<file path="config.mk">
export PLATFORM = sky130hd
export DESIGN_NAME = prio_arb_rr
export DESIGN_NICKNAME = d
export VERILOG_FILES = /design/src/rtl/prio_arb_rr.sv
export SDC_FILE = /design/constraint.sdc
export NUM_CORES = 1
export LEC_CHECK = 0
export CAP_MARGIN = 25
export CORE_MARGIN = 5
export CORE_UTILIZATION = 36
export DETAILED_ROUTE_END_ITERATION = 6
export GPL_TIMING_DRIVEN = 0
export PLACE_DENSITY = 0.54
export SETUP_SLACK_MARGIN = 0.15
export SLEW_MARGIN = 5
export SYNTH_ARGS = -nofsm -noshare
export SYNTH_HDL_FRONTEND = slang
export SYNTH_SLANG_ARGS = --single-unit
</file>
<file path="constraint.sdc">
create_clock -name clk -period 7.6 [get_ports clk]
set_input_delay 0.76 -clock clk [delete_from_list [all_inputs] [get_ports clk]]
set_output_delay 0.76 -clock clk [all_outputs]
set_load 0.03 [all_outputs]
</file>
<file path="src/rtl/prio_arb_rr.sv">
// Registered N-way arbiter with fixed-priority or round-robin selection and a
// valid/ready grant handshake. All outputs come straight from flops.
module prio_arb_rr #(
  parameter int unsigned N = 8,
  parameter int unsigned W = $clog2(N)
) (
  input  logic         clk,
  input  logic         clr_n,
  input  logic [N-1:0] req,
  input  logic         mode,
  input  logic         gnt_ready,
  output logic         gnt_valid,
  output logic [W-1:0] gnt_idx,
  output logic [N-1:0] gnt_onehot
);

  typedef enum logic [0:0] {StIdle, StGrant} state_e;

  state_e         state_q, state_d;
  logic [W-1:0]   idx_q, idx_d;
  logic [N-1:0]   onehot_q, onehot_d;
  logic [W-1:0]   ptr_q, ptr_d;

  logic           arb_edge;
  logic           accept;
  logic [W-1:0]   fixed_win;
  logic [W-1:0]   rr_win;
  logic [W-1:0]   win;
  int unsigned    cand;

  always_comb begin
    accept   = (state_q == StGrant) && gnt_ready;
    arb_edge = (state_q == StIdle) || gnt_ready;
    // The index accepted at this edge already counts as lowest priority.
    ptr_d    = accept ? idx_q : ptr_q;

    // Later hits overwrite earlier ones, so the last match is the winner.
    fixed_win = '0;
    for (int unsigned i = 0; i < N; i++) begin
      if (req[i[W-1:0]]) fixed_win = i[W-1:0];
    end

    // Walk from lowest priority (ptr) up to highest (ptr-1), wrapping mod N.
    rr_win = '0;
    cand   = 0;
    for (int unsigned k = N; k >= 1; k--) begin
      cand = int'(ptr_d) + N - k;
      if (cand >= N) cand = cand - N;
      if (req[cand[W-1:0]]) rr_win = cand[W-1:0];
    end

    win = mode ? rr_win : fixed_win;

    state_d  = state_q;
    idx_d    = idx_q;
    onehot_d = onehot_q;
    if (arb_edge) begin
      if (|req) begin
        state_d  = StGrant;
        idx_d    = win;
        onehot_d = {{(N-1){1'b0}}, 1'b1} << win;
      end else begin
        state_d  = StIdle;
        onehot_d = '0;
      end
    end
  end

  always_ff @(posedge clk or negedge clr_n) begin
    if (!clr_n) begin
      state_q  <= StIdle;
      idx_q    <= '0;
      onehot_q <= '0;
      ptr_q    <= '0;
    end else begin
      state_q  <= state_d;
      idx_q    <= idx_d;
      onehot_q <= onehot_d;
      ptr_q    <= ptr_d;
    end
  end

  assign gnt_valid  = (state_q == StGrant);
  assign gnt_idx    = idx_q;
  assign gnt_onehot = onehot_q;

endmodule

</file>
==> results by group, run 1 <==
Timing
  • Final Hold Vio Count: 0
  • Unrepaired setup endpoints after global routing: no
  • Period utilization: 0.619
  • Max-slew violations: 0
  • Setup TNS: 0 ns
  • F_max: 213 MHz
  • Worst hold margin: 0.495 ns
  • Worst-Margin Slew: 0.720 ns
  • Setup violators final: 0
  • Fin crit period: 4.70 ns
  • Clock Skew: 0.00313 ns
  • Slew HR: 0.519

Synthesis
  • Yosys top cell area share: 0.226
  • Async SR Flop Fraction: 1.00
  • Synth cell count leaders: nand2_1, nor2_1, nand3_1, dfrtp_1, o21ai_1
  • Synthesized area: 1660 um^2
  • Most frequent cell after synthesis: nand2_1
  • Largest area contributor in the netlist: dfrtp_1
  • Synth cell types: 52
  • Most used DFF post-synth: dfrtp_1
  • EDFF count, synth: 0
  • Seq/Total Area, Yosys: 0.226
  • Ranking of synthesized cells by area: dfrtp_1, nand2_1, mux4_2, nand3_1, nor2_1
  • Avg Cell Area, Syn: 7.52 um^2
  • Net Count, Synth: 234
  • Synthesis warning total: 0
  • Post-Syn Instances: 221
  • Seq cells post-synth: 15

Hold path
  • Hold Crit Class: flop to flop
  • Hold path depth: 1
  • Hold path start: gnt_onehot[3]
  • Hold endpoint: gnt_onehot[3]

Critical path
  • Worst r2r src: gnt_valid
  • Critical Path Max Stage Delay: 0.60 ns
  • Max FO, Critical Path: 10
  • Crit start category: primary input
  • Buf/Inv on CP: 4
  • CP Class: primary input to flop
  • CP top delay family: multiplexers
  • Worst-path cell chain: clkdlybuf4s50_1 -> nand2_1 -> mux2i_2 -> inv_2 -> ha_1 -> inv_1 -> a21o_1 -> and2_1 -> buf_2 -> mux4_2 -> or3_1 -> a311o_1 -> o311a_2 -> mux2_2
  • CP arrival: 4.83 ns
  • Slowest cell on crit path: clkdlybuf4s50_1
  • Crit. End Element: flop
  • R2r endpoint: gnt_idx[0]
  • CP required: 7.73 ns
  • R2r setup slk: 3.52 ns
  • Reg2Reg Depth: 13

Status
  • Status: completed

Finish
  • Finished Cell Area: 1990 um^2
  • Filler instances: 466
  • Share of layout cells above drive strength 1: 0.0769
  • Area of the multi-input gates: 1220 um^2
  • Final Core Density: 0.452
  • Final non-filler cell total: 299
  • Reg area: 375 um^2
  • Antenna diodes: 0
  • Synthesis-to-layout area growth: 19.9%
  • Post-layout nets: 261

Floorplanning
  • IO Count: 24
  • Die width: 78.0 um
  • Initial core utilization: 0.377
  • # rows: 24
  • Die Y: 78.0 um
  • Core Region: 4410 um^2
  • Die area: 6080 um^2

Drt
  • Initial DRC Count: 159
  • Routed Antenna Nets: 0
  • DR pass1 iterations: 4
  • WL per Instance: 17.4 um
  • Routed wire length: 5.21 mm
  • Vias per cell: 5.95
  • Vias: 1780
  • # DRC: 0

Place
  • Hpwl dp: 4.20 mm
  • Port buffer count: 22
  • RD Place Congestion: 0.923
  • Placed Area: 1950 um^2
  • Dpl cells: 295

Global route
  • Largest net degree at the start of global routing: 16
  • Vias in the first global route: 1653
  • First-pass GRT wire length: 8.81 mm
  • Remaining global-route overflow: 0
  • Global Route Usage Sum: 0.176
  • Initial antenna violation count: 0

Clock network
  • CTS Buf Count: 3
  • Post-CTS Hold Fix Bufs: 0
  • Clock Latency Late Sink: 0.25 ns
  • H-tree levels: 1
  • CTS tree: built
  • Post CTS Setup Buffer Count: 0
  • Clk buf depth: 2
  • Clk root buf: clkbuf_8
  • Clock transition at path regs: 0.06 ns
  • Clock Sinks: 15
  • Post-cts gate resize count: 0

Power
  • Maximum VDD drop: 192 uV
  • Pwr per Cell Area: 426 nW/um^2
  • Pleak: 0.781 nW

Job
  • Max Cap Viol: 0
-- power by group --
part | leakage [nW] | internal, mW | switching (mW) | total [mW]
Combinational | 0.576 | 0.261 | 0.389 | 0.650
Sequential | 0.182 | 0.109 | 0.0240 | 0.133
Clock | 0.0228 | 0.0371 | 0.0283 | 0.0654
Total | 0.781 | 0.407 | 0.442 | 0.849
-- routing by layer --
| layer | vias up | routed length [um] | track usage |
|---|---|---|---|
| met3 | 4 | 414 | 0.0359 |
| met1 | 825 | 2460 | 0.262 |
| met4 | 0 | 35 | 0.0253 |
| li1 | 894 | - | - |
| met2 | 57 | 2300 | 0.268 |
| met5 | - | 0 | 0 |
-- layout make-up --
class	instances	area share
Multi-Input combinational cell	190	0.614
Tap cell	52	0.0326
Sequential cell	15	0.188
Clock buffer	4	0.0226
Inverter	6	0.0113
Timing Repair Buffer	22	0.110
Buffer	10	0.0207
-- cell families after synthesis --
| logic type | count (synthesis) | share of synthesized area |
|---|---|---|
| compound gates | 77 | 0.324 |
| xor+xnor | 4 | 0.0211 |
| fa+ha+maj | 1 | 0.00752 |
| buf+inv | 16 | 0.0384 |
| flops | 15 | 0.226 |
| mux | 14 | 0.119 |
| simple gates | 94 | 0.264 |
-- through the flow --
step,power (mW),setup slack (ns)
finish,0.849,2.90
global route,0.925,2.67
CTS,0.847,2.89
detailed placement,0.777,2.67
global placement,0.781,2.64
floorplan,0.606,3.69
-- state kept, by name, summed over array words and instances, names as in the netlist --
register,cells
gnt_idx,3
gnt_onehot,8
gnt_valid,1
ptr_q,3
-- cells in the final DEF, fill, tap and decap left out, types with 6 or more instances in the layout --
cell | Yosys | layout
clkdlybuf4s50_1 | 0 | 22
nand3_1 | 17 | 17
mux2i_1 | 6 | 6
clkbuf_1 | 6 | 7
o21ai_1 | 14 | 14
nand2_1 | 30 | 30
dfrtp_1 | 15 | 15
and2_1 | 10 | 10
o211ai_1 | 6 | 6
o21ai_0 | 8 | 8
nor2_1 | 20 | 20
a21oi_1 | 12 | 12
-- worst max-delay path by stage --
stage                          from            end  slack (ns)  cells past startpoint
final                     gnt_ready     gnt_idx[0]        2.90                     14
after global routing      gnt_ready  gnt_onehot[1]        2.67                     14
after CTS                 gnt_ready     gnt_idx[0]        2.89                     14
after detailed placement  gnt_ready     gnt_idx[0]        2.67                     14
after global placement    gnt_ready     gnt_idx[0]        2.64                     14
after floorplan           gnt_ready     gnt_idx[0]        3.69                     13
Power figures use the tool's default switching activity.
==> inputs of run 2 (changes only) <==
Settings changed: PLACE_DENSITY 0.54 to 0.56.
Clock period 7.6 ns to 4.2 ns, I/O delays scaled along.
==> results by group, run 2 (synthesis results as in run 1) <==
Global route
  • Vias in the first global route: 1778
  • First-pass GRT wire length: 8.83 mm
  • Remaining global-route overflow: 0
  • Global Route Usage Sum: 0.176
  • Largest net degree at the start of global routing: 16
  • Initial antenna violation count: 0

Drt
  • Vias per cell: 5.93
  • # DRC: 0
  • WL per Instance: 17.2 um
  • Vias: 1780
  • Routed wire length: 5.16 mm
  • DR pass1 iterations: 4
  • Routed Antenna Nets: 0
  • Initial DRC Count: 228

Clock network
  • Clk root buf: clkbuf_8
  • CTS Buf Count: 3
  • Clock Latency Late Sink: 0.24 ns
  • Post-CTS Hold Fix Bufs: 0
  • Clock transition at path regs: 0.06 ns
  • Clock Sinks: 15
  • CTS tree: built
  • H-tree levels: 1
  • Clk buf depth: 2

Finish
  • Share of layout cells above drive strength 1: 0.0887
  • Area of the multi-input gates: 1230 um^2
  • Reg area: 375 um^2
  • Commonest cells after routing, fill and taps aside: nand2_1, clkdlybuf4s50_1, nor2_1
  • Final non-filler cell total: 300
  • Post-layout nets: 262
  • Number of flip-flops in the largest register: 8
  • Finished Cell Area: 2010 um^2
  • Final Core Density: 0.456
  • Synthesis-to-layout area growth: 21.0%
  • Filler instances: 455
  • Antenna diodes: 0
  • Most common cell after layout, fill and taps aside: nand2_1

Floorplanning
  • # rows: 24
  • Die Y: 78.0 um
  • Core Region: 4410 um^2
  • Die area: 6080 um^2
  • Initial core utilization: 0.377
  • IO Count: 24
  • Die width: 78.0 um

Critical path
  • CP required: 4.33 ns
  • Crit start category: primary input
  • CP arrival: 3.94 ns
  • Crit. End Element: flop
  • CP Class: primary input to flop
  • Max FO, Critical Path: 10

Timing
  • Max-slew violations: 0
  • Slew HR: 0.529
  • Setup violators final: 0
  • Final Hold Vio Count: 0
  • Period utilization: 0.907
  • Unrepaired setup endpoints after global routing: no
  • Worst hold margin: 0.482 ns
  • Worst-Margin Slew: 0.688 ns
  • F_max: 263 MHz
  • Fin crit period: 3.81 ns
  • Clock Skew: 0.00411 ns

Power
  • Pleak: 0.791 nW
  • Clock power frac: 0.073
  • Sequential share of power: 0.155
  • Comb power frac: 0.771
  • P_int: 0.746 mW
  • Sw Pwr: 0.814 mW
  • Pwr per Cell Area: 775 nW/um^2
  • Maximum VDD drop: 388 uV
  • Switching share of power: 0.522

Place
  • Placed Area: 1950 um^2
  • Port buffer count: 22
  • Hpwl dp: 4.16 mm
  • RD Place Congestion: 0.950
  • Dpl cells: 295

Job
  • Max Cap Viol: 0

Status
  • Status: completed

Hold path
  • Hold Crit Class: flop to flop
-- run 2: cell types whose count changed in the layout (fill, tap and decap cells not counted), sizes merged --
cell	before	now
dlygate4sd2	0	1
buf	4	5
clkdlybuf4s50	22	21
-- run 2: path summary, 6_finish.rpt --
check                              start             to  slack (ns)  cells past startpoint
max in group asynchronous          clr_n     gnt_idx[0]        3.18                      1
max reg2reg                    gnt_valid     gnt_idx[0]        0.40                     13
min                        gnt_onehot[4]  gnt_onehot[4]        0.48                      2
max                            gnt_ready     gnt_idx[0]        0.39                     14
min in group asynchronous          clr_n  gnt_onehot[6]        0.59                      1
min reg2reg                gnt_onehot[4]  gnt_onehot[4]        0.48                      2
-- run 2: stage by stage --
step | setup slack, ns | power, mW | TNS [ns]
6_report | 0.392 | 1.56 | 0
4_1_cts | 0.410 | 1.55 | 0
5_1_grt | 0.174 | 1.70 | 0
3_3_place_gp | -0.413 | 1.43 | -3.14
2_1_floorplan | 0.412 | 1.10 | 0
3_5_place_dp | -0.419 | 1.42 | -3.17
-- run 2: what timing repair did --
| item | CTS | global route |
|---|---|---|
| setup buffers | 1 | 0 |
| endpoints found under the setup margin | 10 | 0 |
| resized for setup | 4 | 0 |
-- run 2: metal layers --
metal / global-route usage / routed length (um)
met5: 0 / 0
met4: 0.0439 / 53
met3: 0.00926 / 251
met2: 0.288 / 2460
met1: 0.252 / 2400
-- run 2: power groups by stage --
stage | Combinational, mW | Sequential (mW) | Clock [mW]
2_1_floorplan | 0.778 | 0.319 | 0
3_3_place_gp | 1.19 | 0.241 | 0
3_5_place_dp | 1.18 | 0.242 | 0
4_1_cts | 1.19 | 0.243 | 0.119
5_1_grt | 1.31 | 0.253 | 0.130
6_report | 1.20 | 0.242 | 0.115
-- run 2: worst max-delay path, stage by stage --
cell           delay, ns
dlygate4sd2_1       0.31
nand3_1             0.14
clkbuf_1            0.33
nand2_1             0.10
ha_1                0.25
inv_1               0.11
a21o_1              0.18
and2_1              0.14
buf_2               0.21
mux4_2              0.58
or3_1               0.36
a311o_1             0.35
o311a_2             0.17
mux2_2              0.28
-- run 2: final cells by class --
cell class              instances  area share
well taps                      52      0.0323
repair buffers                 23       0.113
clock buffers                   4      0.0224
flip-flops and latches         15       0.187
multi-input cells             190       0.614
plain buffers                  10      0.0211
inverters                       6      0.0112
==> RTL change 1, RTL diff (flow settings as in run 1) <==
Register the input `mode` before use, cleared by the reset. The logic sees it one clock later. The other inputs are not delayed to match.
--- a/src/rtl/prio_arb_rr.sv
+++ b/src/rtl/prio_arb_rr.sv
@@ -15,6 +15,16 @@
 );
 
   typedef enum logic [0:0] {StIdle, StGrant} state_e;
+
+  logic mode_q;
+
+  always_ff @(posedge clk or negedge clr_n) begin
+    if (!clr_n) begin
+      mode_q <= '0;
+    end else begin
+      mode_q <= mode;
+    end
+  end
 
   state_e         state_q, state_d;
   logic [W-1:0]   idx_q, idx_d;
@@ -49,7 +59,7 @@
       if (req[cand[W-1:0]]) rr_win = cand[W-1:0];
     end
 
-    win = mode ? rr_win : fixed_win;
+    win = mode_q ? rr_win : fixed_win;
 
     state_d  = state_q;
     idx_d    = idx_q;
Check against the original RTL: not equivalent (Yosys sat finds a counterexample within 4 cycles, from zero or initial values).
==> RTL change 1 against run 1 <==
- sequential cell count increased by 1
- design area up 6.3%
- worst setup slack better by 0.34 ns
- clock skew hardly changed
- count of clock-buffer cells in the layout did not move
- wire length down 8.4%
- register-to-register slack gained 0.31 ns
- power rose by 10%
- sequential power up 9.8%
- via count shrank 8.6%
- area after synthesis increased by 5.3%
==> RTL change 1: results (changes against run 1) <==
| Metric | Value |
|---|---|
| Status | `completed` |
| GR Util met1 | `22.2% (-4.0 points)` |
| Final wirelength | `4770 µm (-8.4%)` |
| DR vias/cell | `5.61 (-5.8%)` |
| Placed wire-length estimate | `3900 µm (-7.1%)` |
| Worst Max-Slew Pin Slew | `0.702 ns (-0.0181 ns)` |
| Met3 Use GR | `2.37% (-1.2 points)` |
| DP Area | `0.00206 mm² (+6.0%)` |
| Maximum resistive drop on vdd | `244 µV (+27%)` |
| Post-synthesis sequential area ratio | `22.9% (+0.30 points)` |
| Vias in the first global route | `1,597 (-3.4%)` |
| M2 GR Usage | `26.0% (-0.83 points)` |
| Commonest cells post-synth | `nand2_1 (21), nand3_1 (18), dfrtp_1 (16), nor2_1 (16)` |
| Total number of yosys warnings | `0 (unchanged)` |
| Detail Route met2 WL | `2230 µm (-3.2%)` |
| Sw frac | `49.1% (-2.9 points)` |
| Syn_nets | `209 (-11%)` |
| First-pass GRT wire length | `8000 µm (-9.2%)` |
| Metal-1 WL | `2280 µm (-7.4%)` |
| Setup WS pre-CTS | `3.00 ns (+0.335 ns)` |
| Routability cong. | `0.863 (-6.6%)` |
| Clk_lat worst skew | `0.24 ns` |
| Leak | `0.831 nW (+6.4%)` |
| Setup clock skew after layout | `0.00293 ns (-0.000202 ns)` |
| Fraction of layout cells with a size suffix above 1 | `20.2% (+12 points)` |
| CP arrival | `4.50 ns (-0.33 ns)` |
| WL met3 | `216 µm (-48%)` |
| All-Layer GR Usage | `15.8% (-1.8 points)` |
| Fin nets | `237 (-9.2%)` |
| Synth unique cells | `58 (+12%)` |
| Port Buf Inserts | `23 (+4.5%)` |
[RTL change 1: cell count changes after synthesis, moves of 3 or more]
cell      change
or3_1         -4
o21ai_0       -3
clkbuf_1      -6
nor2_1        -4
nand4_1       -3
buf_6         +5
o211ai_1      -5
mux2i_1       +3
and2_1        -3
nand2_1       -9
[RTL change 1: area by class of cell]
type / count / area (µm²)
multi-input cells: 168 / 1260
clock buffers: 4 / 55.1
well taps: 67 / 83.8
inverters: 6 / 25.0
plain buffers: 6 / 61.3
flip-flops and latches: 16 / 400
fillers: 484 / 2600
repair buffers: 23 / 230
[RTL change 1: power by group through the flow]
stage / Sequential, mW / Clock (mW) / Combinational, mW
floorplan: 0.187 / 0 / 0.504
global placement: 0.148 / 0 / 0.719
detailed placement: 0.148 / 0 / 0.715
CTS: 0.146 / 0.0753 / 0.718
global route: 0.151 / 0.0782 / 0.778
finish: 0.146 / 0.0720 / 0.717
[RTL change 1: logic make-up (layout without fill, tap and decap cells)]
| kind of cell | after synthesis | after routing | share of synthesized area, % |
|---|---|---|---|
| AO/OA/AOI/OAI | 61 | 61 | 26.3 |
| XOR/XNOR | 5 | 5 | 2.93 |
| adder cells (fa/ha/maj) | 1 | 1 | 0.715 |
| buffers and inverters | 12 | 39 | 4.93 |
| flip-flops | 16 | 16 | 22.9 |
| multiplexers | 21 | 21 | 18.4 |
| AND/OR/NAND/NOR | 80 | 80 | 23.8 |
[RTL change 1: per-stage QoR]
step / hold WS (ns) / cells
after floorplan: 0.464 / 196
after global placement: 0.477 / 286
after detailed placement: 0.480 / 286
after CTS: 0.494 / 290
after global routing: 0.519 / 290
final: 0.491 / 290
[RTL change 1: worst max-delay path, cell delays in order]
cell and delay, ns:
clkdlybuf4s50_1 0.55, nand2_4 0.21, mux2i_4 0.41, inv_2 0.20
ha_1 0.40, clkinv_1 0.21, mux4_2 0.54, and3_4 0.18
a221o_1 0.32, a221oi_4 0.41, nor3_2 0.10, a22o_1 0.19
[RTL change 1: path summary, 6_finish.rpt]
kind | startpoint | to | slack, ns | cells after the start
setup / recovery | gnt_ready | gnt_onehot[2]$_DFFE_PN0N_ | 3.23 | 12
hold / removal | gnt_onehot[5]$_DFFE_PN0N_ | gnt_onehot[5]$_DFFE_PN0N_ | 0.49 | 2
setup reg to reg | gnt_valid$_DFFE_PN0N_ | gnt_onehot[2]$_DFFE_PN0N_ | 3.83 | 11
hold reg to reg | gnt_onehot[5]$_DFFE_PN0N_ | gnt_onehot[5]$_DFFE_PN0N_ | 0.49 | 2
max in group asynchronous | clr_n | ptr_q[2]$_DFF_PN0_ | 6.21 | 1
min in group asynchronous | clr_n | gnt_onehot[0]$_DFFE_PN0N_ | 0.94 | 1
